[src/rtl/onehot_assembler.sv]
// rtl/onehot_assembler.sv - rebuilds a bit vector from a framed stream of one-hot beats
module onehot_assembler #(
  parameter int WIDTH = 4,
  parameter int CNT_W = $clog2(WIDTH + 1)
) (
  input  logic             clk_i,
  input  logic             arst_n_i,
  input  logic [WIDTH-1:0] data_i,
  input  logic             data_last_i,
  input  logic             data_val_i,
  output logic [WIDTH-1:0] data_o,
  output logic [CNT_W-1:0] data_cnt_o,
  output logic             data_err_o,
  output logic             data_val_o,
  output logic             busy_o
);

  typedef enum logic {IDLE, COLLECT} state_t;

  localparam logic [WIDTH-1:0] DATA_ONE = WIDTH'(1);
  localparam logic [CNT_W-1:0] CNT_ONE  = CNT_W'(1);
  localparam logic [CNT_W-1:0] CNT_MAX  = '1;

  state_t           state_q, state_d;
  logic [WIDTH-1:0] acc_q, acc_d, beat_acc;
  logic [CNT_W-1:0] cnt_q, cnt_d, beat_cnt;
  logic             err_q, err_d, beat_err;
  logic             beat_nz, beat_onehot, beat_overlap, frame_done;

  // Post-beat view of the frame; also what gets published when the beat is last.
  always_comb begin
    beat_nz      = |data_i;
    beat_onehot  = beat_nz && ((data_i & (data_i - DATA_ONE)) == '0);
    beat_overlap = |(acc_q & data_i);
    beat_acc     = acc_q;
    beat_cnt     = cnt_q;
    beat_err     = err_q;
    if (data_val_i && beat_nz) begin
      beat_acc = acc_q | data_i;
      if (cnt_q != CNT_MAX) beat_cnt = cnt_q + CNT_ONE;
      beat_err = err_q | ~beat_onehot | beat_overlap;
    end
  end

  always_comb begin
    frame_done = data_val_i && data_last_i;
    state_d    = state_q;
    acc_d      = beat_acc;
    cnt_d      = beat_cnt;
    err_d      = beat_err;
    if (frame_done) begin
      state_d = IDLE;
      acc_d   = '0;
      cnt_d   = '0;
      err_d   = 1'b0;
    end else if (data_val_i) begin
      state_d = COLLECT;
    end
  end

  always_ff @(posedge clk_i or negedge arst_n_i) begin
    if (!arst_n_i) begin
      state_q <= IDLE;
      acc_q   <= '0;
      cnt_q   <= '0;
      err_q   <= 1'b0;
    end else begin
      state_q <= state_d;
      acc_q   <= acc_d;
      cnt_q   <= cnt_d;
      err_q   <= err_d;
    end
  end

  // Result registers hold until the next frame completes; only the valid strobe pulses.
  always_ff @(posedge clk_i or negedge arst_n_i) begin
    if (!arst_n_i) begin
      data_o     <= '0;
      data_cnt_o <= '0;
      data_err_o <= 1'b0;
      data_val_o <= 1'b0;
    end else begin
      data_val_o <= frame_done;
      if (frame_done) begin
        data_o     <= beat_acc;
        data_cnt_o <= beat_cnt;
        data_err_o <= beat_err;
      end
    end
  end

  assign busy_o = (state_q == COLLECT);

endmodule

[config.mk]
export PLATFORM = sky130hd
export DESIGN_NAME = onehot_assembler
export DESIGN_NICKNAME = d
export VERILOG_FILES = /design/src/rtl/onehot_assembler.sv
export SDC_FILE = /design/constraint.sdc
export NUM_CORES = 1
export LEC_CHECK = 0
export ABC_AREA = 1
export CORE_MARGIN = 8
export CORE_UTILIZATION = 39
export DETAILED_ROUTE_END_ITERATION = 6
export SETUP_SLACK_MARGIN = 0.5
export SKIP_LAST_GASP = 1
export SLEW_MARGIN = 0
export SYNTH_ARGS = -nofsm -noshare
export SYNTH_HDL_FRONTEND = slang
export SYNTH_SLANG_ARGS = --single-unit
[constraint.sdc]
create_clock -name clk_i -period 1.8 [get_ports clk_i]
set_clock_uncertainty 0.2 [all_clocks]
set_input_delay 0.18 -clock clk_i [delete_from_list [all_inputs] [get_ports clk_i]]
set_output_delay 0.18 -clock clk_i [all_outputs]
set_load 0.1 [all_outputs]
==> impl_metrics.yaml <==
sta:
  slew_headroom_pct: 84.0
  layout_min_cycle_time_ps: 1330
  final_hold_viol_count: 0
  max_freq_mhz: 753
  timing.hold.ws_ps: 11.4
  worst_slack_ps: 472
  tightest_slew_ps: 240
  period_share_pct: 73.8
  rsz0062_at_grt: "yes"
  setup_tns_ps: 0
  finalSetupViolations: 0
  slew_viol_final: 0
job:
  cap_viol_max_count: 0
layout:
  layout-drive-gt1-share_pct: 29.6
  finalCoreUtilization_pct: 61.9
  diodes: 0
  nNetsFinal: 135
  synthToLayoutAreaGrowth_pct: 48.8
detailed_routing:
  routedWlPerCell_um: 11.1
  wl_met1_um: 768
  initialDrtViolationCount: 6
  dr_wl_met2_um: 794
  top_layer_used: "met4"
  vias: 679
  wl_met3_um: 114
  ant_nets: 0
  drcViolationCount: 0
  drt-total-wl_um: 1690
  drt-vias-per-instance: 4.47
  drtPass1Iterations: 4
setup_path:
  reg2reg_slack_ps: 470
  cp_max_fo: 2
  path_cells: "ha_4, inv_2, nand2_1, o21ai_1, nand2_1, nand2_2, o21ai_2"
  crit_type: "reg -> reg"
  start_kind: "flip-flop"
  cp_data_required_time_ps: 1820
  crit_top_cell: "nand2_1"
  worst-path-buf-inv: 1
  endpoint_kind: "flip-flop"
  cpPeakStageDelay_ps: 430
  cp.arrival_ps: 1350
  path_delay_family: "flip-flops"
  critPathSlowestCell: "dfrtp_1"
global_route:
  grt_pass1_wl_um: 2880
  grt_max_degree: 19
  antenna_found_initial: 0
  grt_pass1_vias: 680
  overflow: 0
  track_usage_pct: 10.0
logic_synthesis:
  seq_area_frac_synth_pct: 55.2
  postSynthAreaPerCell_um2: 7.84
  syn-cell-area_um2: 816
  syn_nets: 113
  syn_inst: 104
  ys_ff_latch: 18
  ys_types: 14
  synth_warnings: 0
clock_network:
  cts_max_path_buffers: 2
  cts_sinks: 18
  clk_pin_slew_ps: 100
  ctsHoldBuffers: 0
  tritoncts: "yes"
  cts_buffers: 3
  clk_latency_ps: 280
  htreeDepth: 1
  clock-root-buffer: "clkbuf_4"
floorplan:
  core_area_mm2: 0.00196
  die_height_um: 61.7
  io_pins: 18
  start_util_pct: 41.6
  fp.dieArea_mm2: 0.00381
  rows: 16
  chipWidth_um: 61.7
power:
  power_frac_clock_pct: 17.2
  finalPower_w: 0.00142
  power.internal_w: 0.000833
  power.share.switching_pct: 41.6
  power.sequential.fraction_pct: 37.5
  power.density_mw_per_mm2: 1170
  comb_power_share_pct: 45.3
  p_switching_w: 0.000592
  max-vdd-ir-drop_mv: 0.742
  p_leak_nw: 0.645
place:
  port_buffers: 17
  pre_cts_slack_ps: 174
  place.gp.congestion: 0.748
  hpwlAfterDp_um: 1260
hold_path:
  hold_path_class: "in -> async"
run_status:
  status: "finished clean"
==> repair_timing <==
| item | CTS | global route |
|---|---|---|
| setup buffers | 1 | 0 |
| cloned | 0 | 0 |
| pin swaps | 10 | 8 |
| resized for setup | 5 | 7 |
| hold endpoints to repair | 0 | 0 |
| setup endpoints to repair | 7 | 21 |
==> cells in the mapped netlist <==
master	n	share of area (%)
a21oi_1	2	1.2
buf_2	1	0.61
buf_6	1	1.4
dfrtp_1	18	55
ha_1	1	1.5
inv_1	17	7.8
inv_2	2	0.92
nand2_1	45	21
nand2_2	2	1.5
nand3_1	1	0.61
nor2_1	6	2.8
o21ai_1	6	3.7
o21bai_1	1	0.92
xor2_1	1	1.1
==> worst reg2reg max path, delay by kind of cell, from the launching register on <==
kind,cells,cell delay [ps]
AO/OA/AOI/OAI,2,150
AND/OR/NAND/NOR,3,180
adder cells (fa/ha/maj),1,270
flip-flops,1,430
buffers and inverters,1,30
==> layer usage <==
layer  track usage, %  up-vias
met2             15.7       12
met4             2.92        0
met1             12.6      317
met3             3.70        2
met5                0        -
li1                 -      348
==> cells in the final DEF, fill, tap and decap left out <==
master	count
clkbuf_8	1
clkbuf_4	3
nor2_1	6
inv_1	16
inv_4	1
buf_12	10
o21ai_1	4
dfrtp_1	9
o21bai_1	1
inv_2	2
nand2_4	2
nand2_2	3
clkdlybuf4s50_1	7
o21ai_2	2
nand2_1	42
ha_4	1
xor2_2	1
a21oi_1	2
dfrtp_2	9
nand3_1	1
buf_4	2
==> cell families (layout without fill, tap and decap cells) <==
group,after synthesis,count (layout),share of synthesized area (%)
AOI/OAI and AO/OA,9,9,5.83
xor gates and xnor gates,1,1,1.07
buffers and inverters,21,42,10.7
adders and majority gates,1,1,1.53
DFF,18,18,55.2
and+or+nand+nor,54,54,25.6
==> registers in the layout, indices dropped and copies added, names as in the netlist <==
signal and flops:
acc_q 4, data_o 4, cnt_q 3, data_cnt_o 3, busy_o 1, data_err_o 1
data_val_o 1, err_q 1
==> path summary, 6_finish.rpt <==
kind,startpoint,to,cells after the start
max,cnt_q[0],data_cnt_o[1],7
min,arst_n_i,cnt_q[2],2
max reg2reg,cnt_q[0],data_cnt_o[1],7
min reg2reg,err_q,err_q,2
max in group asynchronous,arst_n_i,data_o[2],2
min in group clk_i,err_q,err_q,2
==> through the flow <==
step	cell area, µm²	std cells
floorplan	827	104
global placement	1120	147
detailed placement	1120	147
CTS	1190	152
global route	1210	152
finish	1210	152
==> layout make-up <==
type | instances | area (µm²)
timing repair buffer | 19 | 285
tap | 27 | 33.8
multi-input combinational | 65 | 323
sequential | 18 | 462
fill | 183 | 748
clock buffer | 4 | 36.3
inverter | 19 | 73.8
==> power groups by stage <==
stage / registers (W) / clock network [W] / logic (W)
2_1_floorplan: 0.000779 / 0 / 0.000128
3_3_place_gp: 0.000536 / 0 / 0.000602
3_5_place_dp: 0.000538 / 0 / 0.000605
4_1_cts: 0.000536 / 0.000251 / 0.000631
5_1_grt: 0.000542 / 0.000267 / 0.000684
6_report: 0.000534 / 0.000245 / 0.000645
(Power assumes the default switching activity.)
